<file path="config.mk">
export PLATFORM = sky130hd
export DESIGN_NAME = mul_rnd_pipe
export DESIGN_NICKNAME = d
export VERILOG_FILES = /design/src/rtl/mul_rnd_pipe.sv
export SDC_FILE = /design/constraint.sdc
export NUM_CORES = 1
export LEC_CHECK = 0
export ABC_AREA = 1
export BUFFER_PORTS_ARGS = -buffer_cell sky130_fd_sc_hd__buf_4
export CAP_MARGIN = 20
export CORE_MARGIN = 2
export CORE_UTILIZATION = 35
export DETAILED_ROUTE_END_ITERATION = 7
export SYNTH_ARGS = -nofsm -noshare
export SYNTH_HDL_FRONTEND = slang
export SYNTH_SLANG_ARGS = --single-unit
</file>
<file path="constraint.sdc">
create_clock -name clk -period 3.4 [get_ports clk]
set_input_delay 0.17 -clock clk [delete_from_list [all_inputs] [get_ports clk]]
set_output_delay 0.17 -clock clk [all_outputs]
set_load 0.01 [all_outputs]
</file>
<file path="src/rtl/mul_rnd_pipe.sv">
// mul_rnd_pipe: rounding and packing stage for the floating-point multiplier.
// Takes the double-width significand product, biased exponent and sign.
// Normalises the product and rounds it in one of five modes. Then resolves
// subnormal promotion, overflow saturation and signed zero. The packed result
// leaves with exception flags through a two-stage valid/ready pipeline.
//
// Ports:
//   clk, rst              clock, asynchronous active-high reset
//   in_valid / in_ready   input handshake (in_ready is combinational)
//   sign_in               product sign
//   mant_in               significand product, overflow bit at 2*MANT_W+1
//   expo_in               unsigned biased exponent (0 = denormalised upstream)
//   sticky_in             OR of bits already discarded upstream
//   rnd                   rounding mode: RNE, RTZ, RDN, RUP, RMM (101-111 -> RNE)
//   a_is_n0, b_is_n0      operand non-zero indicators
//   out_valid / out_ready output handshake
//   sign_out, expo_out,   packed result fields
//   mant_out
//   flag_nx/of/uf         inexact, overflow, underflow
module mul_rnd_pipe #(
    parameter int unsigned EXPO_W = 8,
    parameter int unsigned MANT_W = 23
) (
    input  logic                clk,
    input  logic                rst,
    input  logic                in_valid,
    output logic                in_ready,
    input  logic                sign_in,
    input  logic [2*MANT_W+1:0] mant_in,
    input  logic [EXPO_W+1:0]   expo_in,
    input  logic                sticky_in,
    input  logic [2:0]          rnd,
    input  logic                a_is_n0,
    input  logic                b_is_n0,
    output logic                out_valid,
    input  logic                out_ready,
    output logic                sign_out,
    output logic [EXPO_W-1:0]   expo_out,
    output logic [MANT_W-1:0]   mant_out,
    output logic                flag_nx,
    output logic                flag_of,
    output logic                flag_uf
);

    localparam int unsigned PW = 2 * MANT_W + 2;  // product width
    localparam int unsigned KW = MANT_W + 1;      // kept significand incl. hidden bit
    localparam int unsigned SW = KW + 1;          // rounding adder width
    localparam int unsigned XW = EXPO_W + 3;      // exponent headroom for +1 and carry

    localparam logic [2:0] RM_RTZ = 3'b001;
    localparam logic [2:0] RM_RDN = 3'b010;
    localparam logic [2:0] RM_RUP = 3'b011;
    localparam logic [2:0] RM_RMM = 3'b100;

    // Rounded beat handed from S1 to S2.
    typedef struct packed {
        logic          sign;
        logic          zero;      // an operand was zero
        logic          inf_ovf;   // overflow saturates to infinity (else max finite)
        logic          inexact;   // guard or sticky was set
        logic          exp_zero;  // normalised exponent was 0 (subnormal input)
        logic [XW-1:0] expo;      // exponent after normalise and rounding carry
        logic [KW-1:0] sig;       // rounded significand incl. hidden bit
    } s1_t;

    logic  s1_valid;
    s1_t   s1_q;
    s1_t   s1_nxt;
    logic  s1_adv;
    logic  s2_adv;

    // Pipeline advance: a stage moves when it is empty or its consumer takes it.
    always_comb begin
        s2_adv = ~out_valid | out_ready;
        s1_adv = ~s1_valid | s2_adv;
    end

    assign in_ready = s1_adv;

    // ------------------------------------------------------------------
    // S1: normalise, guard/sticky extraction, rounding increment.
    // ------------------------------------------------------------------
    logic                ovf_bit;
    logic [PW-2:0]       norm;
    logic [XW-1:0]       norm_exp;
    logic [KW-1:0]       kept;
    logic                g;
    logic                s;
    logic                inc;
    logic                inf_sel;
    logic [SW-1:0]       sum;
    logic                carry;

    always_comb begin
        ovf_bit  = mant_in[PW-1];
        norm     = ovf_bit ? mant_in[PW-1:1] : mant_in[PW-2:0];
        norm_exp = XW'(expo_in) + XW'(ovf_bit);
        kept     = norm[2*MANT_W -: KW];
        g        = norm[MANT_W-1];
        // bit lost by the normalising shift joins the sticky
        s        = (|norm[MANT_W-2:0]) | sticky_in | (ovf_bit & mant_in[0]);

        inc     = g & (s | kept[0]);
        inf_sel = 1'b1;
        case (rnd)
            RM_RTZ: begin
                inc     = 1'b0;
                inf_sel = 1'b0;
            end
            RM_RDN: begin
                inc     = sign_in & (g | s);
                inf_sel = sign_in;
            end
            RM_RUP: begin
                inc     = ~sign_in & (g | s);
                inf_sel = ~sign_in;
            end
            RM_RMM: begin
                inc     = g;
                inf_sel = 1'b1;
            end
            default: begin
                inc     = g & (s | kept[0]);
                inf_sel = 1'b1;
            end
        endcase

        sum   = SW'(kept) + SW'(inc);
        carry = sum[KW];

        s1_nxt          = '0;
        s1_nxt.sign     = sign_in;
        s1_nxt.zero     = ~(a_is_n0 & b_is_n0);
        s1_nxt.inf_ovf  = inf_sel;
        s1_nxt.inexact  = g | s;
        s1_nxt.exp_zero = (norm_exp == '0);
        s1_nxt.expo     = norm_exp + XW'(carry);
        s1_nxt.sig      = carry ? sum[KW:1] : sum[KW-1:0];
    end

    // S1 register.
    always_ff @(posedge clk or posedge rst) begin
        if (rst) begin
            s1_valid <= 1'b0;
            s1_q     <= '0;
        end else if (s1_adv) begin
            s1_valid <= in_valid;
            if (in_valid) begin
                s1_q <= s1_nxt;
            end
        end
    end

    // ------------------------------------------------------------------
    // S2: subnormal promotion, overflow saturation, flags, zero result.
    // ------------------------------------------------------------------
    logic [XW-1:0]     exp_f;
    logic              ovf;
    logic              nx_nxt;
    logic              of_nxt;
    logic              uf_nxt;
    logic [EXPO_W-1:0] expo_nxt;
    logic [MANT_W-1:0] mant_nxt;

    always_comb begin
        // rounding into the hidden bit lifts a subnormal to the smallest normal
        exp_f    = (s1_q.exp_zero && s1_q.sig[MANT_W]) ? XW'(1) : s1_q.expo;
        ovf      = (exp_f >= XW'({EXPO_W{1'b1}}));

        expo_nxt = exp_f[EXPO_W-1:0];
        mant_nxt = s1_q.sig[MANT_W-1:0];
        nx_nxt   = s1_q.inexact;
        of_nxt   = 1'b0;
        uf_nxt   = (exp_f == '0) & s1_q.inexact;

        if (s1_q.zero) begin
            expo_nxt = '0;
            mant_nxt = '0;
            nx_nxt   = 1'b0;
            of_nxt   = 1'b0;
            uf_nxt   = 1'b0;
        end else if (ovf) begin
            nx_nxt = 1'b1;
            of_nxt = 1'b1;
            uf_nxt = 1'b0;
            if (s1_q.inf_ovf) begin
                expo_nxt = {EXPO_W{1'b1}};
                mant_nxt = '0;
            end else begin
                expo_nxt = {{(EXPO_W-1){1'b1}}, 1'b0};
                mant_nxt = {MANT_W{1'b1}};
            end
        end
    end

    // S2 register drives the outputs directly; held while stalled.
    always_ff @(posedge clk or posedge rst) begin
        if (rst) begin
            out_valid <= 1'b0;
            sign_out  <= 1'b0;
            expo_out  <= '0;
            mant_out  <= '0;
            flag_nx   <= 1'b0;
            flag_of   <= 1'b0;
            flag_uf   <= 1'b0;
        end else if (s2_adv) begin
            out_valid <= s1_valid;
            if (s1_valid) begin
                sign_out <= s1_q.sign;
                expo_out <= expo_nxt;
                mant_out <= mant_nxt;
                flag_nx  <= nx_nxt;
                flag_of  <= of_nxt;
                flag_uf  <= uf_nxt;
            end
        end
    end

endmodule

</file>
==> results.yml <==
die:
  row_count: 42
  die_w_microns: 120
  start_util_pct: 35.7
  die_h_microns: 120
  core-area_sq_um: 13200
  dieArea_sq_um: 14400
  io_pins: 106
placement:
  post-dp-hpwl_microns: 9440
  gp_congestion: 0.910
  portBuffers: 105
  place_ws_ps: 92.1
synth:
  yosysTopAreaCell: "dfrtp_1"
  ys_ff_latch: 77
  synth_cells: 647
  yosysUniqueCellTypes: 42
  yosys-top-cells-area: "dfrtp_1 41%, nand2_1 18%, nor2_1 5.7%, o21ai_0 5.4%, inv_1 4.1%"
  netlist_area_sq_um: 4710
  yosysSeqAreaShare_pct: 40.9
  avgSynthCellArea_sq_um: 7.28
  synth_top_area_share_pct: 40.9
  yosysWarnings: 0
  syn_nets: 722
sta:
  fin_setup_tns_ps: 0
  slew_headroom_pct: 35.4
  worst_slack_ps: 439
  setup_violations: 0
  timing.fmax_ghz: 0.338
  fin_crit_ps: 2960
  skew_ps: 6.30
  worst_pin_slew_ps: 968
  hold_viol: 0
  rsz0062_at_grt: "false"
  final_max_slew_viol_count: 0
  timing.final.crit_share_pct: 87.1
finish:
  fin_nets: 826
  layout_commonest_cell: "nand2_1"
  drive_gt1_share_pct: 22.8
  insertedDiodeCount: 0
  mostFrequentLayoutCells: "229 x nand2_1, 112 x buf_4, 77 x dfrtp_1"
  fill_cells: 1310
  area_growth_pct: 27.2
run_status:
  status: "completed"
detailed_routing:
  via_per_inst: 4.78
  firstDrtPassIters: 5
  via_count: 4456
  avgRoutedWirePerCell_microns: 13.2
  first_iter_violations: 282
  wirelength_microns: 12300
  drc: 0
  ant_nets: 0
cts:
  clock-sinks: 77
  cts_buffers: 9
  worst_skew_pair.late_latency_ps: 330
  tritoncts: "yes"
  postCtsSetupRepairBufs: 0
  clockRootBuffer: "clkbuf_16"
  ctsResizeCount: 0
  ctsHoldBuffers: 0
  path_clk_slew_ps: 50
  cts.path.max_buffers: 2
  cts.htree.levels: 3
power:
  power.total_uw: 2960
  power.leakage_uw: 0.00312
  ir_drop_v: 0.000290
  p_per_area_nw_per_um2: 494
grt:
  grt_overflow: 0
  antenna_found_initial: 0
  grt_pass1_vias: 4337
  grt_first_pass_wirelength_microns: 21100
  grt_max_degree: 78
  grt_usage_pct: 17.9
worst_setup_path:
  start_kind: "primary input"
  cp.arrival_ps: 3230
  path_max_fanout: 8
  end_kind: "flop"
  critical_path_class: "in -> reg"
  crit_path_top_delay_cell: "o21ai_0"
  crit_top_cell: "nand2_1"
  required_ps: 3670
  slowest_delay_ps: 290
flow_run:
  cap_violations: 0
hold_path:
  hold_path_class: "in -> reg"
[report_power, final]
group,total [uW],switching [uW],internal [uW]
sequential,1180,101,1080
clock,1030,354,680
combinational,746,425,321
total,2960,880,2080
[Yosys cell counts, drive strengths merged]
master   number
o31ai         2
clkbuf       13
mux2          1
nor2         79
o2bb2ai       1
xnor2         4
o22ai         3
nand3        26
xor2         17
buf           6
o21ai        57
o211ai        8
nor3          4
o21bai        2
dfrtp        77
nand4        15
and2          2
o41ai         1
a21oi         6
nand2       243
clkinv        1
inv          60
a32oi         2
ha            6
a22o          2
a31oi         2
nor4          6
a211oi        1
[registers in the layout (all words and copies together), names as in the netlist]
name       flops
flag_nx        1
sign_out       1
mant_out      23
s1_valid       1
flag_of        1
s1_q          40
out_valid      1
flag_uf        1
expo_out       8
[area by class of cell]
| type | instances | area [sq um] | area share [%] |
|---|---|---|---|
| multi-input cells | 490 | 2450 | 40.9 |
| flip-flops and latches | 77 | 1930 | 32.2 |
| repair buffers | 112 | 841 | 14.0 |
| clock buffers | 12 | 256 | 4.28 |
| inverters | 61 | 229 | 3.82 |
| well taps | 176 | 220 | 3.68 |
| clock inverters | 4 | 70.1 | 1.17 |
[final timing paths]
check	from	depth (start not counted)	slack, ps	endpoint
setup / recovery	mant_in[47]	25	440	s1_q[34]$_DFFE_PP0P_
hold / removal	b_is_n0	2	10	s1_q[38]$_DFFE_PP0P_
setup reg to reg	s1_q[23]$_DFFE_PP0P_	9	1070	mant_out[22]$_DFFE_PP0P_
hold reg to reg	s1_q[32]$_DFFE_PP0P_	2	480	s1_q[32]$_DFFE_PP0P_
max in group asynchronous	rst	3	2630	expo_out[3]$_DFFE_PP0P_
min in group asynchronous	rst	3	140	mant_out[15]$_DFFE_PP0P_
[kinds of logic after synthesis]
logic type | Yosys count | synth area share (%)
buf+inv | 80 | 7.12
compound gates | 87 | 11.1
fa+ha+maj | 6 | 1.59
flops | 77 | 40.9
simple gates | 375 | 35.0
mux | 1 | 0.239
xor+xnor | 21 | 4.06
[worst max-delay path: cells and delay by family]
family	cells	cell delay, ps
simple gates	13	1540
fa+ha+maj	4	640
buf+inv	5	330
compound gates	3	520
[layer usage]
metal | GRT usage, % | vias up | part of all wire (%)
li1 | - | 2297 | -
met1 | 27.2 | 2012 | 51
met2 | 25.7 | 136 | 43
met3 | 2.90 | 11 | 5.2
met4 | 5.74 | 0 | 1.3
met5 | 0 | - | 0
[through the flow]
| stage | util, % | hold slack, ps | cell area [sq um] | instances |
|---|---|---|---|---|
| finish | 45.4 | 13.9 | 5990 | 932 |
| global route | 45.4 | 7.28 | 5990 | 932 |
| CTS | 45.4 | 4.12 | 5990 | 932 |
| detailed placement | 43.0 | 355 | 5670 | 916 |
| global placement | 43.0 | 350 | 5670 | 916 |
| floorplan | - | 266 | 4710 | 647 |
(Power assumes the default switching activity.)
